$ cat src/rtl/systolic_feeder_if.sv
// Handshake and array-facing bundle for the systolic feeder.
// master = job controller / data source, slave = the feeder itself.
interface systolic_feeder_if #(
  parameter int inputBits = 8,
  parameter int ROWS      = 2,
  parameter int COLS      = 2
);
  logic                      start;
  logic                      reuse_w;
  logic                      w_valid;
  logic                      w_ready;
  logic [COLS*inputBits-1:0] w_data;
  logic                      act_valid;
  logic                      act_ready;
  logic [ROWS*inputBits-1:0] act_a;
  logic [ROWS*inputBits-1:0] act_b;
  logic                      act_last;
  logic [COLS*inputBits-1:0] top_c;
  logic [ROWS*inputBits-1:0] side_a;
  logic [ROWS*inputBits-1:0] side_b;
  logic                      loadingWeights;
  logic                      busy;
  logic                      done;

  modport master (
    output start, reuse_w, w_valid, w_data, act_valid, act_a, act_b, act_last,
    input  w_ready, act_ready, top_c, side_a, side_b, loadingWeights, busy, done
  );

  modport slave (
    input  start, reuse_w, w_valid, w_data, act_valid, act_a, act_b, act_last,
    output w_ready, act_ready, top_c, side_a, side_b, loadingWeights, busy, done
  );
endinterface

$ cat src/rtl/systolic_feeder.sv
// Stages weights into the array top ports, streams diagonally skewed activation
// rows into the side ports, then drains the array with zeros and flags done.
//
// state    | meaning
// ---------+-------------------------------------------------------------
// S_IDLE   | waiting for start; skew line is all zero
// S_LOAD_W | accepting ROWS weight beats, bottom row first
// S_STREAM | accepting activation beats until act_last
// S_DRAIN  | injecting zeros for 2*ROWS+COLS-2 cycles, done on the last
module systolic_feeder #(
  parameter int inputBits = 8,
  parameter int ROWS      = 2,
  parameter int COLS      = 2
) (
  input logic             clk,
  input logic             rst,
  systolic_feeder_if.slave bus
);

  localparam int DRAIN_CYC = 2*ROWS + COLS - 2;
  localparam int DCW       = $clog2(DRAIN_CYC + 1);
  localparam int WCW       = (ROWS > 1) ? $clog2(ROWS) : 1;
  localparam int RW        = ROWS*inputBits;
  localparam int CW        = COLS*inputBits;

  typedef enum logic [1:0] {S_IDLE, S_LOAD_W, S_STREAM, S_DRAIN} state_t;

  state_t         r_state;
  state_t         w_state_nxt;
  logic [WCW-1:0] r_wcnt;
  logic [DCW-1:0] r_dcnt;
  logic [CW-1:0]  r_top_c;
  logic           r_loading;
  logic           w_w_ready;
  logic           w_act_ready;
  logic           w_done;
  logic           w_w_acc;
  logic           w_a_acc;
  wire  [RW-1:0]  w_side_a;
  wire  [RW-1:0]  w_side_b;

  always_comb begin
    w_state_nxt = r_state;
    w_w_ready   = 1'b0;
    w_act_ready = 1'b0;
    w_done      = 1'b0;
    case (r_state)
      S_IDLE: begin
        if (bus.start) w_state_nxt = bus.reuse_w ? S_STREAM : S_LOAD_W;
      end
      S_LOAD_W: begin
        w_w_ready = 1'b1;
        if (bus.w_valid && (r_wcnt == '0)) w_state_nxt = S_STREAM;
      end
      S_STREAM: begin
        w_act_ready = 1'b1;
        if (bus.act_valid && bus.act_last) w_state_nxt = S_DRAIN;
      end
      S_DRAIN: begin
        if (r_dcnt == '0) begin
          w_done      = 1'b1;
          w_state_nxt = S_IDLE;
        end
      end
      default: w_state_nxt = S_IDLE;
    endcase
  end

  assign w_w_acc = w_w_ready & bus.w_valid;
  assign w_a_acc = w_act_ready & bus.act_valid;

  always_ff @(posedge clk or negedge rst) begin
    if (!rst) r_state <= S_IDLE;
    else      r_state <= w_state_nxt;
  end

  // Both counters run down to a terminal count of zero.
  always_ff @(posedge clk or negedge rst) begin
    if (!rst) begin
      r_wcnt <= '0;
      r_dcnt <= '0;
    end else begin
      if (r_state == S_IDLE)  r_wcnt <= WCW'(ROWS-1);
      else if (w_w_acc)       r_wcnt <= r_wcnt - WCW'(1);
      if (w_a_acc && bus.act_last)                 r_dcnt <= DCW'(DRAIN_CYC-1);
      else if (r_state == S_DRAIN && r_dcnt != '0) r_dcnt <= r_dcnt - DCW'(1);
    end
  end

  // Weights only reach the array on cycles with an accepted beat, so the
  // array's weight chain never shifts on a stall.
  always_ff @(posedge clk or negedge rst) begin
    if (!rst) begin
      r_top_c   <= '0;
      r_loading <= 1'b0;
    end else begin
      r_top_c   <= w_w_acc ? bus.w_data : '0;
      r_loading <= w_w_acc;
    end
  end

  for (genvar r = 0; r < ROWS; r++) begin : g_row
    logic [inputBits-1:0] r_sa [0:r];
    logic [inputBits-1:0] r_sb [0:r];

    always_ff @(posedge clk or negedge rst) begin
      if (!rst) begin
        for (int k = 0; k <= r; k++) begin
          r_sa[k] <= '0;
          r_sb[k] <= '0;
        end
      end else begin
        r_sa[0] <= w_a_acc ? bus.act_a[r*inputBits +: inputBits] : '0;
        r_sb[0] <= w_a_acc ? bus.act_b[r*inputBits +: inputBits] : '0;
        for (int k = 1; k <= r; k++) begin
          r_sa[k] <= r_sa[k-1];
          r_sb[k] <= r_sb[k-1];
        end
      end
    end

    assign w_side_a[r*inputBits +: inputBits] = r_sa[r];
    assign w_side_b[r*inputBits +: inputBits] = r_sb[r];
  end

  assign bus.w_ready        = w_w_ready;
  assign bus.act_ready      = w_act_ready;
  assign bus.top_c          = r_top_c;
  assign bus.loadingWeights = r_loading;
  assign bus.side_a         = w_side_a;
  assign bus.side_b         = w_side_b;
  assign bus.busy           = (r_state != S_IDLE);
  assign bus.done           = w_done;

endmodule

$ cat src/flat_wrapper.sv
// flat-port wrapper written by rule: the top's interface ports become plain ports
module systolic_feeder_flat 
#(
  parameter int inputBits = 8,
  parameter int ROWS      = 2,
  parameter int COLS      = 2
)
  (clk, rst, bus_start, bus_reuse_w, bus_w_valid, bus_w_data, bus_act_valid, bus_act_a, bus_act_b, bus_act_last, bus_w_ready, bus_act_ready, bus_top_c, bus_side_a, bus_side_b, bus_loadingWeights, bus_busy, bus_done);
  systolic_feeder_if #(.inputBits(inputBits), .ROWS(ROWS), .COLS(COLS)) bus_i ();
  input logic clk;
  input logic rst;
  input wire logic [$bits(bus_i.start)-1:0] bus_start;
  input wire logic [$bits(bus_i.reuse_w)-1:0] bus_reuse_w;
  input wire logic [$bits(bus_i.w_valid)-1:0] bus_w_valid;
  input wire logic [$bits(bus_i.w_data)-1:0] bus_w_data;
  input wire logic [$bits(bus_i.act_valid)-1:0] bus_act_valid;
  input wire logic [$bits(bus_i.act_a)-1:0] bus_act_a;
  input wire logic [$bits(bus_i.act_b)-1:0] bus_act_b;
  input wire logic [$bits(bus_i.act_last)-1:0] bus_act_last;
  output wire logic [$bits(bus_i.w_ready)-1:0] bus_w_ready;
  output wire logic [$bits(bus_i.act_ready)-1:0] bus_act_ready;
  output wire logic [$bits(bus_i.top_c)-1:0] bus_top_c;
  output wire logic [$bits(bus_i.side_a)-1:0] bus_side_a;
  output wire logic [$bits(bus_i.side_b)-1:0] bus_side_b;
  output wire logic [$bits(bus_i.loadingWeights)-1:0] bus_loadingWeights;
  output wire logic [$bits(bus_i.busy)-1:0] bus_busy;
  output wire logic [$bits(bus_i.done)-1:0] bus_done;
  assign bus_i.start = bus_start;
  assign bus_i.reuse_w = bus_reuse_w;
  assign bus_i.w_valid = bus_w_valid;
  assign bus_i.w_data = bus_w_data;
  assign bus_i.act_valid = bus_act_valid;
  assign bus_i.act_a = bus_act_a;
  assign bus_i.act_b = bus_act_b;
  assign bus_i.act_last = bus_act_last;
  assign bus_w_ready = bus_i.w_ready;
  assign bus_act_ready = bus_i.act_ready;
  assign bus_top_c = bus_i.top_c;
  assign bus_side_a = bus_i.side_a;
  assign bus_side_b = bus_i.side_b;
  assign bus_loadingWeights = bus_i.loadingWeights;
  assign bus_busy = bus_i.busy;
  assign bus_done = bus_i.done;
  systolic_feeder #(.inputBits(inputBits), .ROWS(ROWS), .COLS(COLS)) u_core (.clk(clk), .rst(rst), .bus(bus_i));
endmodule
$ cat config.mk
export PLATFORM = sky130hd
export DESIGN_NAME = systolic_feeder_flat
export DESIGN_NICKNAME = d
export VERILOG_FILES = /design/src/rtl/systolic_feeder_if.sv /design/src/rtl/systolic_feeder.sv /design/src/flat_wrapper.sv
export SDC_FILE = /design/constraint.sdc
export NUM_CORES = 1
export LEC_CHECK = 0
export BUFFER_PORTS_ARGS = -buffer_cell sky130_fd_sc_hd__buf_2
export CORE_MARGIN = 4
export CORE_UTILIZATION = 46
export CTS_CLUSTER_DIAMETER = 40
export CTS_CLUSTER_SIZE = 8
export DETAILED_ROUTE_END_ITERATION = 16
export GPL_TIMING_DRIVEN = 0
export HOLD_SLACK_MARGIN = 0.05
export PLACE_DENSITY = 0.78
export SYNTH_ARGS = -nofsm -noshare
export SYNTH_HDL_FRONTEND = slang
export SYNTH_SLANG_ARGS = --single-unit
$ cat constraint.sdc
create_clock -name clk -period 1.9 [get_ports clk]
set_input_delay 0.38 -clock clk [delete_from_list [all_inputs] [get_ports clk]]
set_output_delay 0.38 -clock clk [all_outputs]
set_load 0.01 [all_outputs]
==> results of run 1 <==
[kinds of logic after synthesis]
| group | synth area share |
|---|---|
| AO/OA/AOI/OAI | 0.0231 |
| adder cells (fa/ha/maj) | 0.0301 |
| flip-flops | 0.713 |
| XOR/XNOR | 0.00703 |
| multiplexers | 0.0121 |
| AND/OR/NAND/NOR | 0.145 |
| buffers and inverters | 0.0693 |
[flip-flops by register name, summed over array words and instances, names as in the netlist]
| register | cells |
|---|---|
| u_core.r_wcnt | 1 |
| u_core.g_row.r_sb | 16 |
| u_core.r_dcnt | 3 |
| u_core.g_row.r_sa | 16 |
| u_core.bus.side_b | 8 |
| u_core.bus.side_a | 8 |
| u_core.bus.top_c | 16 |
| u_core.bus.loadingWeights | 1 |
| u_core.r_state | 2 |
[power groups by stage]
stage | registers (µW) | clock network, µW | logic, µW
2_1_floorplan | 1940 | 0 | 691
3_3_place_gp | 1880 | 0 | 1110
3_5_place_dp | 1900 | 0 | 1150
4_1_cts | 1870 | 1210 | 1160
5_1_grt | 1890 | 1280 | 1280
6_report | 1860 | 1180 | 1130
[per-stage QoR]
| step | worst slack (ns) | hold WS (ns) | total power [µW] | utilization | area (µm²) |
|---|---|---|---|---|---|
| floorplan | 0.361 | 0.0844 | 2630 | - | 2490 |
| global placement | 0.179 | 0.331 | 2990 | 0.602 | 3110 |
| detailed placement | 0.197 | 0.335 | 3050 | 0.603 | 3120 |
| CTS | 0.0947 | 0.187 | 4230 | 0.641 | 3320 |
| global route | 0.000315 | 0.240 | 4450 | 0.641 | 3320 |
| finish | 0.129 | 0.171 | 4180 | 0.641 | 3320 |
[critical path, stage by stage, from the launching register on]
cell and delay (ns):
dfrtp_1 0.37, inv_1 0.05, ha_1 0.19, ha_1 0.18
and2_1 0.14, buf_2 0.13
[layout make-up]
class / count / share of cell area
Buffer: 24 / 0.0453
Clock buffer: 11 / 0.0426
Clock inverter: 5 / 0.0174
Inverter: 6 / 0.00679
Multi-Input combinational cell: 75 / 0.163
Sequential cell: 71 / 0.536
Tap cell: 70 / 0.0264
Timing Repair Buffer: 107 / 0.162
[final timing paths]
| kind | from | endpoint | slack (ns) |
|---|---|---|---|
| max in group asynchronous | rst | u_core.g_row[1].r_sb[15] | 1.18 |
| min in group clk | bus_w_data[11] | u_core.bus.top_c[11] | 0.28 |
| min | rst | u_core.g_row[1].r_sa[10] | 0.17 |
| min reg2reg | u_core.g_row[1].r_sb[15] | u_core.bus.side_b[15] | 0.35 |
| max reg2reg | u_core.r_state[0] | u_core.r_state[0] | 0.21 |
| max | u_core.r_dcnt[0] | bus_done | 0.13 |
[cells in the mapped netlist, drive strengths merged]
master | n | area (µm²)
a2111oi | 1 | 27.5
a21boi | 1 | 7.51
and2 | 2 | 12.5
and2b | 1 | 7.51
and3 | 48 | 300
buf | 16 | 120
clkbuf | 8 | 30.0
dfrtp | 71 | 1780
ha | 6 | 75.1
inv | 6 | 22.5
mux2i | 3 | 30.0
nand2 | 4 | 15.0
nand2b | 2 | 15.0
nand3 | 1 | 5.00
nor2b | 1 | 6.26
o211a | 1 | 10.0
o211ai | 1 | 7.51
o21ai | 1 | 5.00
xnor2 | 2 | 17.5
[metal layers]
layer  global-route usage  vias up  part of all wire
met3               0.0307        8             0.057
met5                    0        -                 0
met2                0.255       55              0.52
met1                0.192      798              0.40
li1                     -      807                 -
met4               0.0897        0             0.019
==> results by group, run 1 <==
Logic synthesis
  – Cells after Synth: between 150 and 200
  – Post-synthesis area per instance: roughly 14 µm²
  – Synth Register Bits: 71
  – Post-synthesis sequential area ratio: 0.713
  – Unique cell type count in the Yosys netlist: 20
  – Netlist area before placement: between 2000 and 2500 µm²
  – Synth Warn #: 0
  – Syn_nets: between 200 and 250

STA
  – Fin. max-slew vios: 0
  – Final period utilization: 0.932
  – Slew @ Worst Pin: 0.859 ns
  – Clock period minus worst slack: roughly 1.8 ns
  – Final setup TNS: 0 ns
  – RSZ-0062 raised after global routing: false
  – Max Clock Skew: 0.00577 ns
  – Final Hold Viols: 0
  – Final setup viols: 0
  – Maximum clock frequency: ~560 MHz
  – Rel. slew slack: 0.428

Layout
  – Filler cell count: between 300 and 400
  – NumNets Final: 355
  – Layout Cells excl Fill: about 370
  – Most frequent cells in the layout: buf_2 (106), dfrtp_1 (71), and3_1 (48)
  – Share of layout cells above drive strength 1: 0.468
  – Inserted Diodes: 0
  – Most common cell after layout, fill and taps aside: buf_2
  – Storage cell area: around 1800 µm²
  – P&R area growth vs syn: 33.1%
  – Multi-input logic area: approximately 540 µm²

Power
  – Combinational share of power: 0.271
  – Int Pwr: approximately 3000 µW
  – Leakage: roughly 0.0021 µW
  – Switching power total: around 1200 µW
  – PD cells: 1260 nW/µm²
  – Switching share of power: 0.292
  – Peak VDD IR: ~0.74 mV
  – Clock power share: 0.282
  – Seq pwr share: 0.446

GRT
  – First-pass GRT wire length: around 7400 µm
  – Initial antenna violation count: 0
  – Global Route Usage Sum: 0.156
  – Number of global-route vias before repair: between 1,500 and 2,000
  – GRT Residual Overflow: 0
  – Largest net degree at the start of global routing: about 70

Flow run
  – Max Cap Viol: 0

Detailed routing
  – Starting DRT DRC Count: 52
  – DR vias: 1,668
  – Vias/cell: around 4.5
  – DR DRC count: 0
  – Drt total wl: a little over 5000 µm
  – 1st-pass router iterations: 4
  – WL/cell: roughly 14 µm
  – Routed Antenna Nets: 0

CTS
  – H-tree Lvls: 3
  – CTS clk-pin slew, worst paths: roughly 0.070 ns
  – TritonCTS clock tree: done
  – Clock Latency Late Sink: 0.33 ns
  – Hold-fix buffers at CTS: 0
  – Deepest clock path buffer count: 2
  – Setup bufs post-CTS: 0
  – Sink Count: just over 70
  – Cts repair resizes: 0
  – Root buf cell: clkbuf_8
  – TritonCTS buffer count: 9

Run status
  – Status: finished, final reports clean

Worst setup path
  – Kind of end point of the critical path: output port
  – Critical Path RT: 1.52 ns
  – Setup crit start kind: register
  – FF-to-FF path depth: 5
  – Crit Path Max Fanout: 2
  – Worst Setup Path Type: register to output port
  – Arr. time, crit path: ~1.4 ns

Min path
  – Hold Path Class: input pin to async pin

Place
  – Inst Count DP: roughly 350
  – Dpl hpwl: approximately 3700 µm
  – Port buffer count: approximately 110
  – GPL Wtd Cong: about 0.71

Floorplan
  – Starting Density: 0.482
  – DIE WIDTH: about 82 µm
  – DIE AREA: approximately 6700 µm²
  – Vert. Die Dim: 81.6 µm
  – Top Ports: about 110
  – Cell row count: 26
  – Core area: 5170 µm²
Power figures use the tool's default switching activity.
==> run 2: changes to the inputs <==
--- a/config.mk
+++ b/config.mk
@@ -7,4 +7,5 @@
 export LEC_CHECK = 0
 export BUFFER_PORTS_ARGS = -buffer_cell sky130_fd_sc_hd__buf_2
+export CORE_ASPECT_RATIO = 0.75
 export CORE_MARGIN = 4
 export CORE_UTILIZATION = 46
==> constraint.sdc (replaced) <==
create_clock -name clk -period 1.9 [get_ports clk]
set_input_delay 0.38 -clock clk [delete_from_list [all_inputs] [get_ports clk]]
set_output_delay 0.38 -clock clk [all_outputs]
set_load 0.02 [all_outputs]
==> run 2 against run 1 <==
- critical path depth stayed put
- first-iteration DRC count fell by 3.8%
- worst setup slack worse by 0.026 ns
- register-to-register slack improved by 0.09 ns
- global-route usage is 1.0 points higher
- utilization rose by 1.3 points
- largest cell class unchanged
- highest routed layer unchanged
==> results by group, run 2 (same netlist as run 1, synthesis figures left out) <==
Detailed routing
  – DR vias: 1,668 (unchanged)
  – WL/cell: 13.7 µm (about the same)
  – Starting DRT DRC Count: 50 (was 52)
  – Drt total wl: 5060 µm (was 5070 µm)
  – DR DRC count: 0 (unchanged)
  – Routed Antenna Nets: 0 (unchanged)
  – 1st-pass router iterations: 4 (unchanged)
  – Vias/cell: 4.51 (was 4.52)

Worst setup path
  – Buf+Inv Stages, Crit Path: 2 (unchanged)
  – Arr. time, crit path: 1.42 ns (was 1.39 ns)
  – Delay-heaviest family, CP: flip-flops (unchanged)
  – CP max stage cell: dfrtp_1 (unchanged)
  – Critical Path, Cell by Cell: inv_1 > ha_1 > ha_1 > and2_1 > buf_2 (unchanged)
  – Setup crit start kind: register (unchanged)
  – Crit Path Max Fanout: 2 (unchanged)
  – Critical Path RT: 1.52 ns (about the same)
  – Levels on crit path: 5 (unchanged)
  – FF-to-FF path depth: 6 (was 5)
  – CP peak stage delay: 0.37 ns (about the same)
  – Worst Setup Path Type: register to output port (unchanged)
  – Most Frequent Cell on Critical Path: ha_1 (unchanged)
  – Kind of end point of the critical path: output port (unchanged)
  – Reg-to-reg slack, setup: 0.30 ns (was 0.21 ns)

GRT
  – Initial antenna violation count: 0 (unchanged)
  – Number of global-route vias before repair: 1,753 (was 1,592)
  – GRT Residual Overflow: 0 (unchanged)
  – Largest net degree at the start of global routing: 72 (unchanged)
  – Global Route Usage Sum: 0.166 (was 0.156)
  – First-pass GRT wire length: 8260 µm (was 7440 µm)

Layout
  – Share of layout cells above drive strength 1: 0.477 (was 0.468)
  – Filler cell count: 411 (was 398)
  – Final Util: 0.654 (was 0.641)
  – NumNets Final: 355 (unchanged)
  – Inserted Diodes: 0 (unchanged)
  – Most frequent cells in the layout: buf_2 (106), dfrtp_1 (71), and3_1 (48) (unchanged)
  – Most common cell after layout, fill and taps aside: buf_2 (unchanged)
  – Design area: 3310 µm² (was 3320 µm²)
  – P&R area growth vs syn: 32.9% (was 33.1%)

CTS
  – TritonCTS buffer count: 9 (unchanged)
  – Deepest clock path buffer count: 2 (unchanged)
  – Clock Latency Late Sink: 0.33 ns (about the same)
  – Sink Count: 71 (unchanged)
  – TritonCTS clock tree: done (unchanged)
  – H-tree Lvls: 3 (unchanged)
  – CTS clk-pin slew, worst paths: 0.07 ns (about the same)
  – Setup bufs post-CTS: 0 (unchanged)
  – Root buf cell: clkbuf_8 (unchanged)
  – Hold-fix buffers at CTS: 0 (unchanged)

Place
  – Post-place setup slack: 0.226 ns (was 0.197 ns)
  – Placed inst area: 3120 µm² (about the same)
  – GPL Wtd Cong: 0.726 (was 0.707)
  – Dpl hpwl: 3680 µm (was 3670 µm)
  – Port buffer count: 107 (unchanged)

STA
  – Rel. slew slack: 0.440 (was 0.428)
  – Final setup viols: 0 (unchanged)
  – RSZ-0062 raised after global routing: false (unchanged)
  – Final period utilization: 0.946 (was 0.932)
  – Fin. max-slew vios: 0 (unchanged)
  – Worst setup slack after layout: 0.103 ns (was 0.129 ns)
  – Fin Hold WS: 0.159 ns (was 0.171 ns)
  – Final setup TNS: 0 ns (unchanged)
  – Slew @ Worst Pin: 0.841 ns (was 0.859 ns)
  – Final Hold Viols: 0 (unchanged)
  – Max Clock Skew: 0.00576 ns (was 0.00577 ns)
  – Clock period minus worst slack: 1.80 ns (was 1.77 ns)
  – Maximum clock frequency: 556 MHz (was 565 MHz)

Floorplan
  – Starting Density: 0.492 (was 0.482)
  – DIE WIDTH: 93.0 µm (was 81.6 µm)
  – Top Ports: 108 (unchanged)
  – Cell row count: 22 (was 26)
  – Vert. Die Dim: 71.7 µm (was 81.6 µm)
  – DIE AREA: 6670 µm² (was 6660 µm²)
  – Core area: 5060 µm² (was 5170 µm²)

Min path
  – Hold Path Class: input pin to async pin (unchanged)

Flow run
  – Max Cap Viol: 0 (unchanged)

Run status
  – Status: finished, final reports clean (unchanged)

Power
  – Leakage: 0.00206 µW (was 0.00207 µW)
  – Peak VDD IR: 0.785 mV (was 0.739 mV)
  – PD cells: 1300 nW/µm² (was 1260 nW/µm²)
## run 2: repair_timing
action | 4_1_cts | 5_1_grt
endpoints found under the setup margin | 1 | 1
pin swaps | 0 | 0
resized for setup | 1 | 1
## run 2: path summary, 6_finish.rpt
path / startpoint / to
hold / removal: rst / u_core.bus.side_a[11]
setup / recovery: u_core.r_dcnt[0] / bus_done
min in group clk: bus_w_data[10] / u_core.bus.top_c[10]
hold reg to reg: u_core.g_row[1].r_sa[8] / u_core.bus.side_a[8]
setup reg to reg: u_core.r_dcnt[0] / u_core.r_state[1]
max in group asynchronous: rst / u_core.bus.top_c[5]
## run 2: routing by layer
| layer | up-vias | part of all wire | global-route usage |
|---|---|---|---|
| li1 | 803 | - | - |
| met1 | 792 | 0.42 | 0.202 |
| met2 | 66 | 0.48 | 0.260 |
| met3 | 7 | 0.091 | 0.0850 |
| met4 | 0 | 0.012 | 0.0488 |
| met5 | - | 0 | 0 |
## run 2: layout make-up
class                      instances  area [µm²]  area share
timing repair buffer             107         538       0.163
buffer                            24         150      0.0454
inverter                           6        22.5     0.00680
clock inverter                     6        62.6      0.0189
sequential                        71        1780       0.537
clock buffer                       9         124      0.0374
tap                               72        90.1      0.0272
multi-input combinational         75         547       0.165
## run 2: power breakdown
part	switching (µW)	total [µW]	leakage, µW	internal (µW)
clock network	523	1120	0.0000988	596
registers	91.6	1870	0.000959	1780
logic	755	1300	0.00101	546
total	1370	4290	0.00206	2920
## run 2: metrics by stage
stage,instances,power [µW]
floorplan,176,2780
global placement,355,3160
detailed placement,355,3210
CTS,370,4360
global route,370,4590
finish,370,4290
==> run 3: changes to the inputs <==
- BUFFER_PORTS_ARGS: -buffer_cell sky130_fd_sc_hd__buf_2 -> default
- CORE_UTILIZATION: 46 -> 61
- DONT_BUFFER_PORTS: default -> 1
- PLACE_DENSITY: 0.78 -> 0.77
==> run 3 against run 2 <==
- the run now ends with hold timing left
- cell count down 34%
- register-to-register slack lost 0.15 ns
- flip-flop and latch count unchanged
- global-route usage increased by 3.3 points
- hold slack got worse by 0.41 ns
- critical path depth did not move
- sequential power increased by 9%
- die area fell by 22%
- non-clock buffer count down 107
- critical endpoint is now u_core.r_state[1]
==> results by group, run 3 (same netlist as run 1, synthesis figures left out) <==
Run status
  – Status: finished with violations (was finished, final reports clean)
  – Failing checks: hold timing

CTS
  – Deepest clock path buffer count: 2 (unchanged)
  – Setup bufs post-CTS: 0 (unchanged)
  – Clock Latency Late Sink: 0.32 ns (was 0.33 ns)
  – TritonCTS buffer count: 9 (unchanged)
  – Sink Count: 71 (unchanged)
  – H-tree Lvls: 3 (unchanged)
  – Root buf cell: clkbuf_8 (unchanged)
  – CTS clk-pin slew, worst paths: 0.06 ns (was 0.07 ns)
  – TritonCTS clock tree: done (unchanged)

STA
  – Worst setup slack after layout: 0.151 ns (was 0.103 ns)
  – Max Clock Skew: 0.00432 ns (was 0.00576 ns)
  – RSZ-0062 raised after global routing: false (unchanged)
  – Final setup TNS: 0 ns (unchanged)
  – Final Hold Viols: 71 (was 0)
  – Fin. max-slew vios: 0 (unchanged)
  – Rel. slew slack: 0.679 (was 0.440)
  – Fin Hold WS: -0.255 ns (was 0.159 ns)
  – Final period utilization: 0.920 (was 0.946)
  – Clock period minus worst slack: 1.75 ns (was 1.80 ns)
  – Final setup viols: 0 (unchanged)
  – Maximum clock frequency: 572 MHz (was 556 MHz)
  – Slew @ Worst Pin: 0.481 ns (was 0.841 ns)

Layout
  – Most frequent cells in the layout: dfrtp_1 (71), and3_1 (48), buf_4 (16) (was buf_2 (106), dfrtp_1 (71), and3_1 (48))
  – Inserted Diodes: 0 (unchanged)
  – Share of layout cells above drive strength 1: 0.178 (was 0.477)
  – NumNets Final: 248 (was 355)
  – Filler cell count: 257 (was 411)
  – Design area: 2760 µm² (was 3310 µm²)
  – Final Util: 0.724 (was 0.654)
  – P&R area growth vs syn: 10.6% (was 32.9%)
  – Most common cell after layout, fill and taps aside: dfrtp_1 (was buf_2)

Floorplan
  – Top Ports: 108 (unchanged)
  – DIE AREA: 5180 µm² (was 6670 µm²)
  – Cell row count: 19 (was 22)
  – DIE WIDTH: 81.8 µm (was 93.0 µm)
  – Core area: 3800 µm² (was 5060 µm²)
  – Starting Density: 0.655 (was 0.492)
  – Vert. Die Dim: 63.3 µm (was 71.7 µm)

Worst setup path
  – Kind of end point of the critical path: register (was output port)
  – Setup crit start kind: register (unchanged)
  – Worst Setup Path Type: register to register (was register to output port)
  – Crit Path Max Fanout: 9 (was 2)
  – Critical Path RT: 2.13 ns (was 1.52 ns)
  – Worst R2R Start: u_core.r_state[0] (was u_core.r_dcnt[0])
  – Arr. time, crit path: 1.97 ns (was 1.42 ns)
  – Crit path launch: u_core.r_state[0] (was u_core.r_dcnt[0])
  – FF-to-FF path depth: 5 (was 6)

Detailed routing
  – Routed Antenna Nets: 0 (unchanged)
  – Drt total wl: 4670 µm (was 5060 µm)
  – Starting DRT DRC Count: 85 (was 50)
  – Vias/cell: 5.28 (was 4.51)
  – 1st-pass router iterations: 4 (unchanged)
  – DR DRC count: 0 (unchanged)
  – WL/cell: 19.2 µm (was 13.7 µm)
  – DR vias: 1,284 (was 1,668)

Power
  – PD cells: 1490 nW/µm² (was 1300 nW/µm²)
  – Clock power share: 0.280 (was 0.261)
  – Int Pwr: 2830 µW (was 2920 µW)
  – Switching share of power: 0.309 (was 0.319)
  – Leakage: 0.00158 µW (was 0.00206 µW)
  – Peak VDD IR: 0.995 mV (was 0.785 mV)
  – Switching power total: 1270 µW (was 1370 µW)
  – Combinational share of power: 0.223 (was 0.303)
  – Seq pwr share: 0.497 (was 0.436)

Place
  – GPL Wtd Cong: 0.751 (was 0.726)
  – Placed inst area: 2560 µm² (was 3120 µm²)
  – Post-place setup slack: 0.00627 ns (was 0.226 ns)
  – Dpl hpwl: 3560 µm (was 3680 µm)
  – Port buffer count: 0 (was 107)

GRT
  – Global Route Usage Sum: 0.199 (was 0.166)
  – First-pass GRT wire length: 7230 µm (was 8260 µm)
  – Number of global-route vias before repair: 1,383 (was 1,753)
  – Initial antenna violation count: 0 (unchanged)
  – GRT Residual Overflow: 0 (unchanged)
  – Largest net degree at the start of global routing: 72 (unchanged)

Flow run
  – Max Cap Viol: 0 (unchanged)

Min path
  – Hold Path Class: input pin to async pin (unchanged)
-- run 3: what timing repair did --
item / 4_1_cts / 5_1_grt
endpoints found under the setup margin: 1 / 0
resized for setup: 1 / 0
endpoints found under the hold margin: 71 / 71
-- run 3: worst paths after layout --
check / end / slack, ns
worst min register to register: u_core.bus.side_b[11] / 0.35
min in group clk: u_core.bus.top_c[11] / 0.21
max in group asynchronous: u_core.r_state[1] / 2.06
worst min-delay path: u_core.bus.side_b[11] / -0.25
worst max-delay path: u_core.r_state[1] / 0.15
worst max register to register: u_core.r_state[1] / 0.15
-- run 3: through the flow --
step	std cells	power [µW]
2_1_floorplan	176	2780
3_3_place_gp	228	2900
3_5_place_dp	228	2990
4_1_cts	243	4160
5_1_grt	243	4360
6_report	243	4100
-- run 3: cell type report --
| type | count | area, µm² | area share |
|---|---|---|---|
| well taps | 52 | 65.1 | 0.0236 |
| flip-flops and latches | 71 | 1780 | 0.645 |
| clock buffers | 11 | 151 | 0.0550 |
| multi-input cells | 75 | 544 | 0.198 |
| clock inverters | 4 | 45.0 | 0.0163 |
| plain buffers | 24 | 150 | 0.0545 |
| inverters | 6 | 22.5 | 0.00817 |
-- run 3: critical path, stage by stage, from the launching register on --
cell and delay (ns):
dfrtp_1 0.39, inv_1 0.09, ha_2 0.29, a21boi_1 0.19, a2111oi_4 0.40, mux2i_1 0.30
-- run 3: metal layers --
layer,part of all wire,GRT usage,wire length (µm),vias up
met5,0,0,0,-
met4,0.010,0.0622,48,0
met3,0.11,0.113,509,6
met2,0.53,0.335,2480,71
met1,0.35,0.209,1630,618
li1,-,-,-,589
-- run 3: power by group through the flow --
stage	clock (µW)	combinational, µW	sequential (µW)
after global placement	0	851	2050
final	1150	915	2040
after global routing	1260	1030	2060
after floorplan	0	762	2020
after detailed placement	0	921	2070
after CTS	1190	929	2040
